==> src/rtl/enum_alu_seq.sv <==
// enum_alu_seq: sequential ALU on operation_pkg::operation_t opcodes.
// Single-cycle ops plus an iterative restoring divider.
//
// Ports:
//   clk, reset          clock, synchronous active-high reset
//   in_valid/in_ready   request handshake (in_ready has a comb path
//                       from out_ready)
//   in_op/in_a/in_b     raw 3-bit opcode and unsigned operands
//   out_valid/out_ready result handshake
//   out_result/out_op   result and opcode of the completed op
//   out_err             INVALID opcode or divide by zero
//
// Build option: define ENUM_ALU_SAT_EN to make ADD/MUL saturate
// to all ones and SUB clamp to zero instead of wrapping.

package operation_pkg;
    typedef enum logic [2:0] {
        OP_ADD     = 3'd0,
        OP_SUB     = 3'd1,
        OP_MUL     = 3'd2,
        OP_DIV     = 3'd3,
        OP_AND     = 3'd4,
        OP_OR      = 3'd5,
        OP_XOR     = 3'd6,
        OP_INVALID = 3'd7
    } operation_t;
endpackage

module enum_alu_seq #(
    parameter int WIDTH = 8
) (
    input  logic             clk,
    input  logic             reset,
    input  logic             in_valid,
    output logic             in_ready,
    input  logic [2:0]       in_op,
    input  logic [WIDTH-1:0] in_a,
    input  logic [WIDTH-1:0] in_b,
    output logic             out_valid,
    input  logic             out_ready,
    output logic [WIDTH-1:0] out_result,
    output logic [2:0]       out_op,
    output logic             out_err
);
    import operation_pkg::*;

    localparam int CW = $clog2(WIDTH + 1);

`ifdef ENUM_ALU_SAT_EN
    localparam bit LP_SAT = 1'b1;
`else
    localparam bit LP_SAT = 1'b0;
`endif

    typedef enum logic [1:0] {
        S_IDLE = 2'd0,
        S_DIV  = 2'd1,
        S_OUT  = 2'd2
    } state_t;

    state_t           r_state;
    state_t           w_state_nxt;

    logic [WIDTH-1:0] r_result;
    operation_t       r_op;
    logic             r_err;
    logic [WIDTH-1:0] r_rem;
    logic [WIDTH-1:0] r_quo;
    logic [WIDTH-1:0] r_div;
    logic [CW-1:0]    r_cnt;

    operation_t       w_op;
    logic             w_accept;
    logic             w_div_start;
    logic             w_div_last;

    logic [WIDTH:0]     w_sum;
    logic [WIDTH:0]     w_diff;
    logic [2*WIDTH-1:0] w_prod;
    logic [WIDTH-1:0]   w_alu_res;
    logic               w_alu_err;

    logic [WIDTH:0]   w_shift;
    logic [WIDTH:0]   w_trial;
    logic             w_qbit;
    logic [WIDTH-1:0] w_rem_nxt;
    logic [WIDTH-1:0] w_quo_nxt;

    // ---------------- request decode ----------------
    assign w_op        = operation_t'(in_op);
    assign w_accept    = in_valid && in_ready;
    assign w_div_start = (w_op == OP_DIV) && (in_b != '0);
    assign w_div_last  = (r_cnt == CW'(WIDTH - 1));

    // ---------------- single-cycle ALU ----------------
    // Extra carry/borrow/high-product bits feed the saturation
    // option; with it disabled they are simply ignored.
    assign w_sum  = {1'b0, in_a} + {1'b0, in_b};
    assign w_diff = {1'b0, in_a} - {1'b0, in_b};
    assign w_prod = {{WIDTH{1'b0}}, in_a} * {{WIDTH{1'b0}}, in_b};

    always_comb begin
        w_alu_res = '0;
        w_alu_err = 1'b0;
        unique case (w_op)
            OP_ADD: begin
                w_alu_res = (LP_SAT && w_sum[WIDTH]) ?
                            '1 : w_sum[WIDTH-1:0];
            end
            OP_SUB: begin
                w_alu_res = (LP_SAT && w_diff[WIDTH]) ?
                            '0 : w_diff[WIDTH-1:0];
            end
            OP_MUL: begin
                w_alu_res = (LP_SAT && (|w_prod[2*WIDTH-1:WIDTH])) ?
                            '1 : w_prod[WIDTH-1:0];
            end
            // Only reached with b==0; b!=0 goes to the divider.
            OP_DIV: begin
                w_alu_res = '1;
                w_alu_err = 1'b1;
            end
            OP_AND: w_alu_res = in_a & in_b;
            OP_OR:  w_alu_res = in_a | in_b;
            OP_XOR: w_alu_res = in_a ^ in_b;
            OP_INVALID: begin
                w_alu_res = '0;
                w_alu_err = 1'b1;
            end
        endcase
    end

    // ---------------- restoring divider step ----------------
    // r_quo starts as the dividend and shifts left one bit per
    // cycle; quotient bits enter at the LSB, so after WIDTH steps
    // it holds the quotient. Since r_rem < divisor, the trial
    // subtraction's top bit is a clean borrow flag.
    assign w_shift   = {r_rem, r_quo[WIDTH-1]};
    assign w_trial   = w_shift - {1'b0, r_div};
    assign w_qbit    = ~w_trial[WIDTH];
    assign w_rem_nxt = w_qbit ? w_trial[WIDTH-1:0] : w_shift[WIDTH-1:0];
    assign w_quo_nxt = {r_quo[WIDTH-2:0], w_qbit};

    // ---------------- FSM: state register ----------------
    always_ff @(posedge clk) begin
        if (reset) begin
            r_state <= S_IDLE;
        end else begin
            r_state <= w_state_nxt;
        end
    end

    // ---------------- FSM: next state ----------------
    always_comb begin
        w_state_nxt = r_state;
        unique case (r_state)
            S_IDLE: begin
                if (w_accept) begin
                    w_state_nxt = w_div_start ? S_DIV : S_OUT;
                end
            end
            S_DIV: begin
                if (w_div_last) begin
                    w_state_nxt = S_OUT;
                end
            end
            S_OUT: begin
                if (w_accept) begin
                    w_state_nxt = w_div_start ? S_DIV : S_OUT;
                end else if (out_ready) begin
                    w_state_nxt = S_IDLE;
                end
            end
            default: w_state_nxt = S_IDLE;
        endcase
    end

    // ---------------- FSM: outputs ----------------
    // in_ready looks through to out_ready so a draining result
    // and a new request can share the same edge.
    always_comb begin
        in_ready  = 1'b0;
        out_valid = 1'b0;
        unique case (r_state)
            S_IDLE: in_ready = 1'b1;
            S_DIV:  in_ready = 1'b0;
            S_OUT: begin
                in_ready  = out_ready;
                out_valid = 1'b1;
            end
            default: begin
                in_ready  = 1'b0;
                out_valid = 1'b0;
            end
        endcase
    end

    // ---------------- datapath ----------------
    // Result/op/err only change when a result is produced, so they
    // keep their last value after out_valid drops and during DIV.
    always_ff @(posedge clk) begin
        if (reset) begin
            r_result <= '0;
            r_op     <= OP_ADD;
            r_err    <= 1'b0;
            r_rem    <= '0;
            r_quo    <= '0;
            r_div    <= '0;
            r_cnt    <= '0;
        end else if (r_state == S_DIV) begin
            r_rem <= w_rem_nxt;
            r_quo <= w_quo_nxt;
            if (w_div_last) begin
                r_cnt    <= '0;
                r_result <= w_quo_nxt;
                r_op     <= OP_DIV;
                r_err    <= 1'b0;
            end else begin
                r_cnt <= r_cnt + CW'(1);
            end
        end else if (w_accept) begin
            if (w_div_start) begin
                r_rem <= '0;
                r_quo <= in_a;
                r_div <= in_b;
                r_cnt <= '0;
            end else begin
                r_result <= w_alu_res;
                r_op     <= w_op;
                r_err    <= w_alu_err;
            end
        end
    end

    assign out_result = r_result;
    assign out_op     = r_op;
    assign out_err    = r_err;

endmodule

==> config.mk <==
export PLATFORM = sky130hd
export DESIGN_NAME = enum_alu_seq
export DESIGN_NICKNAME = d
export VERILOG_FILES = /design/src/rtl/enum_alu_seq.sv
export SDC_FILE = /design/constraint.sdc
export NUM_CORES = 1
export LEC_CHECK = 0
export CAP_MARGIN = 30
export CORE_MARGIN = 4
export CORE_UTILIZATION = 60
export CTS_BUF_LIST = sky130_fd_sc_hd__clkbuf_8
export CTS_CLUSTER_SIZE = 16
export DETAILED_ROUTE_END_ITERATION = 6
export MAX_ROUTING_LAYER = met4
export PLACE_DENSITY_LB_ADDON = 0.1
export SETUP_SLACK_MARGIN = 0.5
export SYNTH_ARGS = -nofsm -noshare
export SYNTH_HDL_FRONTEND = slang
export SYNTH_SLANG_ARGS = --single-unit
export TNS_END_PERCENT = 100
==> constraint.sdc <==
create_clock -name clk -period 6.2 [get_ports clk]
set_input_delay 1.24 -clock clk [delete_from_list [all_inputs] [get_ports clk]]
set_output_delay 1.24 -clock clk [all_outputs]
set_load 0.05 [all_outputs]
==> results of run 1 <==
## cells in the final DEF (no fill, tap or decap), drive strengths merged, types with 4 or more instances in the layout
cell type and n:
a21o 4, xnor2 23, o21ai 23, nor3 12, ha 49, inv 61
clkdlybuf4s50 31, dfxtp 42, dlymetal6s2s 5, mux2i 11, a211oi 7, o221ai 4
clkbuf 5, nand2 70, nor2b 5, buf 18, fa 14, xor2 7
o211ai 5, a311oi 10, a31oi 8, a21oi 40, nand2b 9, nor2 51
## routing by layer
layer	part of all wire, %	track usage [%]
met2	45	41.9
met5	0	-
met1	45	37.3
met4	2.2	4.97
met3	7.3	4.75
## layout make-up
class | count | area [um2]
repair buffers | 54 | 515
flip-flops and latches | 42 | 841
clock inverters | 3 | 17.5
clock buffers | 5 | 68.8
fillers | 533 | 1820
inverters | 60 | 228
well taps | 77 | 96.3
multi-input cells | 393 | 2880
## metrics by stage
step / util (%) / total power, mW / hold slack (ps) / cells
final: 71.9 / 0.870 / 455 / 634
after global routing: 71.9 / 0.921 / 488 / 634
after CTS: 71.3 / 0.863 / 455 / 633
after detailed placement: 69.9 / 0.685 / 444 / 625
after global placement: 69.9 / 0.678 / 437 / 625
after floorplan: - / 0.575 / 436 / 519
## flip-flops by register name, indices dropped and copies added (netlist names)
| signal | flops |
|---|---|
| out_err | 1 |
| r_quo | 8 |
| out_result | 8 |
| r_state | 2 |
| r_cnt | 4 |
| out_op | 3 |
| r_rem | 8 |
| r_div | 8 |
## power groups by stage
stage                     Combinational [mW]  Sequential [mW]  Clock [mW]
after floorplan                        0.252            0.323           0
after global placement                 0.381            0.297           0
after detailed placement               0.388            0.297           0
after CTS                              0.391            0.291       0.181
after global routing                   0.439            0.293       0.190
final                                  0.400            0.291       0.179
## path summary, 6_finish.rpt
| kind | slack (ps) | start | to | cells past startpoint |
|---|---|---|---|---|
| max reg2reg | 3230 | r_quo[7]$_SDFFE_PP0P_ | r_quo[0]$_SDFFE_PP0P_ | 10 |
| min reg2reg | 460 | out_op[0]$_SDFFE_PP0P_ | out_op[0]$_SDFFE_PP0P_ | 2 |
| max | 660 | in_b[2] | out_result[7]$_SDFFE_PP0P_ | 17 |
| min | 460 | out_op[0]$_SDFFE_PP0P_ | out_op[0]$_SDFFE_PP0P_ | 2 |
## critical path: stages
cell and delay, ps:
clkdlybuf4s50_1 530, buf_6 160, nand2_1 70, fa_1 480
inv_1 40, ha_1 290, fa_1 530, inv_1 50
fa_1 530, inv_1 40, ha_1 330, a21oi_2 180
xnor3_1 240, xnor3_1 380, a21oi_1 60, or4_1 480
o22ai_2 130
## cells by family after synthesis
logic type / Yosys count
mux: 12
simple gates: 165
buf+inv: 84
xor+xnor: 32
compound gates: 121
fa+ha+maj: 63
flops: 42
## timing repair
action,4_1_cts,5_1_grt
setup buffers,0,1
resized for setup,0,13
endpoints found under the setup margin,0,1
==> qor.txt, run 1 <==
vias in the first global route - 3625
core area - 0.00646 mm2
Critical Path RT - 6430 ps
Sum Neg Setup Slack - 0 ps
status - complete, no violations
drt initial violations - 294
post-synthesis cell area - 0.00406 mm2
maximum VDD drop - 0.139 mV
Die ar. - 0.00815 mm2
Post-Synth XOR/XNOR Area - 7.95%
gr ovfl total - 0
post-layout instance area - 0.00464 mm2
initial antenna violation count - 0
Cell variety after synth - 61
Seq/Total Area, Yosys - 20.7%
DIE WIDTH - 90.3 um
Syn Area/Cell - 7.83 um2
largest family of logic cells by synthesized area - adder cells
number of synthesis warnings - 0
drt total wl - 10600 um
post-synthesis compound-gate area fraction - 19.1%
minimum clock period - 5540 ps
dpl ws - 226 ps
mux contribution to synthesized area - 2.99%
Area after DPL - 0.00452 mm2
Final setup violation count - 0
cells after synthesis - 519
Synth area leader - dfxtp_1
CTS HTree Levels - 2
Nets - 642
Synth async-reset ratio - 0%
vias per inst - 6.03
Pre-Repair DR Iteration Count - 5
DRC viols - 0
gr usage total - 27.0%
final hold violations - 0
number of synthesized flops with an enable pin - 0
Top FF cell, synth - dfxtp_1
HP Class - reg -> reg
ANT nets after route - 0
clk_lat worst skew - 310 ps
CP endpoint kind - flip-flop
Logic pwr share - 46.0%
# rows - 29
max-cap violation count - 0
commonest cells in the netlist - nand2_1 (68), inv_1 (56), ha_1 (49)
# IOs - 37
CTS tree - built
clk buf depth - 2
internal power - 0.532 mW
number of port buffers - 36
period utilisation layout - 89.4%
Synth Net Count - 605
share of cells above drive strength 1 - 8.08%
top-count cell post-synth - nand2_1
Slew Limit Fails - 0
Power Dens Cells - 187 mW/mm2
Clock power frac - 20.6%
CTS clk-pin slew, worst paths - 90 ps
CTS Sinks - 42
Routability Congestion - 0.983
share of power burned in registers - 33.4%
dominant cells by area after synthesis - dfxtp_1 (21%), ha_1 (15%), fa_1 (6.9%)
Die Ht - 90.3 um
largest net degree at the start of global routing - 40
Setup crit start kind - input port
RSZ-0062 raised after global routing - no
placed wire-length estimate - 8080 um
Yosys reg bits - 42
via count - 3823
global-route wire length before repair - 17700 um
CTS buffer count - 5
Area growth syn-to-layout - 14.3%
Worst EP arrival - 5770 ps
simple-gate portion of the synthesized area - 18.5%
Setup Skew - 10.9 ps
NetSw - 0.339 mW
final setup margin - 657 ps
fmax - 0.180 GHz
area share of the largest cell type after synthesis - 20.7%
Slew @ Worst Pin - 762 ps
Static Leak - 2.04 nW
drt wl/cell - 16.7 um
cts hold-fix bufs - 0
switching share of power - 38.9%
kind of critical path - in -> reg
slew margin rel. - 49.2%
Synth Area in Adders - 22.0%
Max FO, Critical Path - 6
ANT cells - 0
Root Driver - clkbuf_8
Starting Density - 62.9%
No activity file was read; power rests on OpenSTA's default activity.
==> run 2: changes to the inputs <==
--- a/config.mk
+++ b/config.mk
@@ -8,7 +8,7 @@
 export CAP_MARGIN = 30
 export CORE_MARGIN = 4
 export CORE_UTILIZATION = 60
-export CTS_BUF_LIST = sky130_fd_sc_hd__clkbuf_8
+export CTS_BUF_LIST = sky130_fd_sc_hd__clkbuf_4 sky130_fd_sc_hd__clkbuf_8
 export CTS_CLUSTER_SIZE = 16
 export DETAILED_ROUTE_END_ITERATION = 6
 export MAX_ROUTING_LAYER = met4
==> qor.txt, run 2 (same netlist as run 1, synthesis figures left out) <==
DIE WIDTH - 90.3 um
clk buf depth - 2
most frequent cells in the layout - nand2_1 (68), inv_1 (55), nor2_1 (48), ha_1 (48), dfxtp_1 (42)
Root Driver - clkbuf_8
drt wl/cell - 16.7 um
share of cells above drive strength 1 - 8.26%
Reg2Reg Setup Slack - 3220 ps
ANT cells - 0
CTS clk-pin slew, worst paths - 90 ps
cts hold-fix bufs - 0
worst hold slack - 455 ps
multi-input logic area - 0.00288 mm2
Pre-Repair DR Iteration Count - 5
gr usage total - 27.0%
via count - 3823
min-delay src - out_op[0]$_SDFFE_PP0P_
NetSw - 0.340 mW
overall power - 0.878 mW
drt total wl - 10600 um
largest net degree at the start of global routing - 40
Nets - 642
Die Ht - 90.3 um
initial antenna violation count - 0
Hold Path End - out_op[0]$_SDFFE_PP0P_
drt initial violations - 299
Setup Skew - 10.6 ps
maximum VDD drop - 0.139 mV
Fillers - 533
internal power - 0.538 mW
Worst EP arrival - 5790 ps
core area - 0.00646 mm2
register area - 841 um2
# rows - 29
vias in the first global route - 3625
hold depth - 2
Max FO, Critical Path - 6
most common cell after layout, fill and taps aside - nand2_1
Power Dens Cells - 189 mW/mm2
minimum clock period - 5560 ps
RSZ-0062 raised after global routing - no
Slew @ Worst Pin - 749 ps
global-route wire length before repair - 17700 um
CTS tree - built
post-layout instance area - 0.00465 mm2
Slew Limit Fails - 0
# IOs - 37
Critical Path RT - 6430 ps
CTS HTree Levels - 2
Sum Neg Setup Slack - 0 ps
placed wire-length estimate - 8080 um
status - complete, no violations
share of power burned in registers - 33.1%
FF-to-FF Start - r_quo[7]$_SDFFE_PP0P_
Area growth syn-to-layout - 14.4%
CP endpoint kind - flip-flop
R2R depth - 10
CTS Sinks - 42
Area after DPL - 0.00452 mm2
Starting Density - 62.9%
final core occ - 71.9%
period utilisation layout - 89.7%
kind of critical path - in -> reg
Routability Congestion - 0.983
Setup crit start kind - input port
DRC viols - 0
CTS buffer count - 5
Die ar. - 0.00815 mm2
switching share of power - 38.7%
ANT nets after route - 0
number of port buffers - 36
worst flop-to-flop path endpoint - r_quo[0]$_SDFFE_PP0P_
clk_lat worst skew - 310 ps
vias per inst - 6.03
max-cap violation count - 0
slew margin rel. - 50.1%
gr ovfl total - 0
Static Leak - 2.04 nW
HP Class - reg -> reg
Final setup violation count - 0
final hold violations - 0
fmax - 0.180 GHz
Logic pwr share - 45.7%
Clock power frac - 21.2%
[run 2: changes by cell type in the layout (fill, tap and decap cells not counted)]
cell      previous run  this run
clkbuf_4             0         1
inv_1               56        55
[run 2: power groups by stage]
stage / clock, mW / sequential (mW) / combinational (mW)
2_1_floorplan: 0 / 0.323 / 0.252
3_3_place_gp: 0 / 0.297 / 0.381
3_5_place_dp: 0 / 0.297 / 0.388
4_1_cts: 0.187 / 0.291 / 0.391
5_1_grt: 0.196 / 0.293 / 0.439
6_report: 0.186 / 0.291 / 0.401
[run 2: cell type report]
class,instances,area share (%)
Clock buffer,6,1.64
Sequential cell,42,18.1
Inverter,60,4.90
Clock inverter,2,0.296
Tap cell,77,2.07
Multi-Input combinational cell,393,61.9
Timing Repair Buffer,54,11.1
[run 2: how the worst max path moves through the flow]
stage                        from                    endpoint  slack [ps]  depth (start not counted)
after floorplan           in_b[4]  out_result[7]$_SDFFE_PP0P_         780                         16
after global placement    in_a[3]  out_result[7]$_SDFFE_PP0P_         320                         17
after detailed placement  in_a[3]  out_result[7]$_SDFFE_PP0P_         230                         17
after CTS                 in_a[3]  out_result[7]$_SDFFE_PP0P_         530                         17
after global routing      in_b[2]  out_result[7]$_SDFFE_PP0P_         490                         17
final                     in_b[2]  out_result[7]$_SDFFE_PP0P_         640                         17
[run 2: timing repair]
item,4_1_cts,5_1_grt
setup endpoints to repair,0,1
gates resized for setup,0,13
setup buffers,0,1
hold endpoints to repair,0,0
[run 2: layer usage]
layer  global-route usage (%)  wire length [um]
met1                     37.3              4800
met2                     41.9              4780
met3                     4.75               810
met4                     4.97               180
met5                        -                 0
[run 2: through the flow]
step	setup WS, ps	cells
global placement	320	625
floorplan	775	519
finish	641	634
global route	491	634
CTS	527	633
detailed placement	226	625
[run 2: worst max-delay path, stage by stage]
cell	delay, ps
clkdlybuf4s50_1	530
buf_6	160
nand2_1	70
fa_1	480
inv_1	40
ha_1	290
fa_1	530
inv_1	50
fa_1	530
inv_1	40
ha_1	330
a21oi_2	170
xnor3_1	250
xnor3_1	390
a21oi_1	60
or4_1	480
o22ai_2	140
==> run 3: changes to the inputs <==
--- a/config.mk
+++ b/config.mk
@@ -14,7 +14,8 @@
 export MAX_ROUTING_LAYER = met4
 export PLACE_DENSITY_LB_ADDON = 0.1
 export SETUP_SLACK_MARGIN = 0.5
+export SLEW_MARGIN = 20
 export SYNTH_ARGS = -nofsm -noshare
 export SYNTH_HDL_FRONTEND = slang
 export SYNTH_SLANG_ARGS = --single-unit
-export TNS_END_PERCENT = 100
+export TNS_END_PERCENT = 1
==> results of run 3 <==
The final DEF is identical to that of run 2; final timing and power are the same.
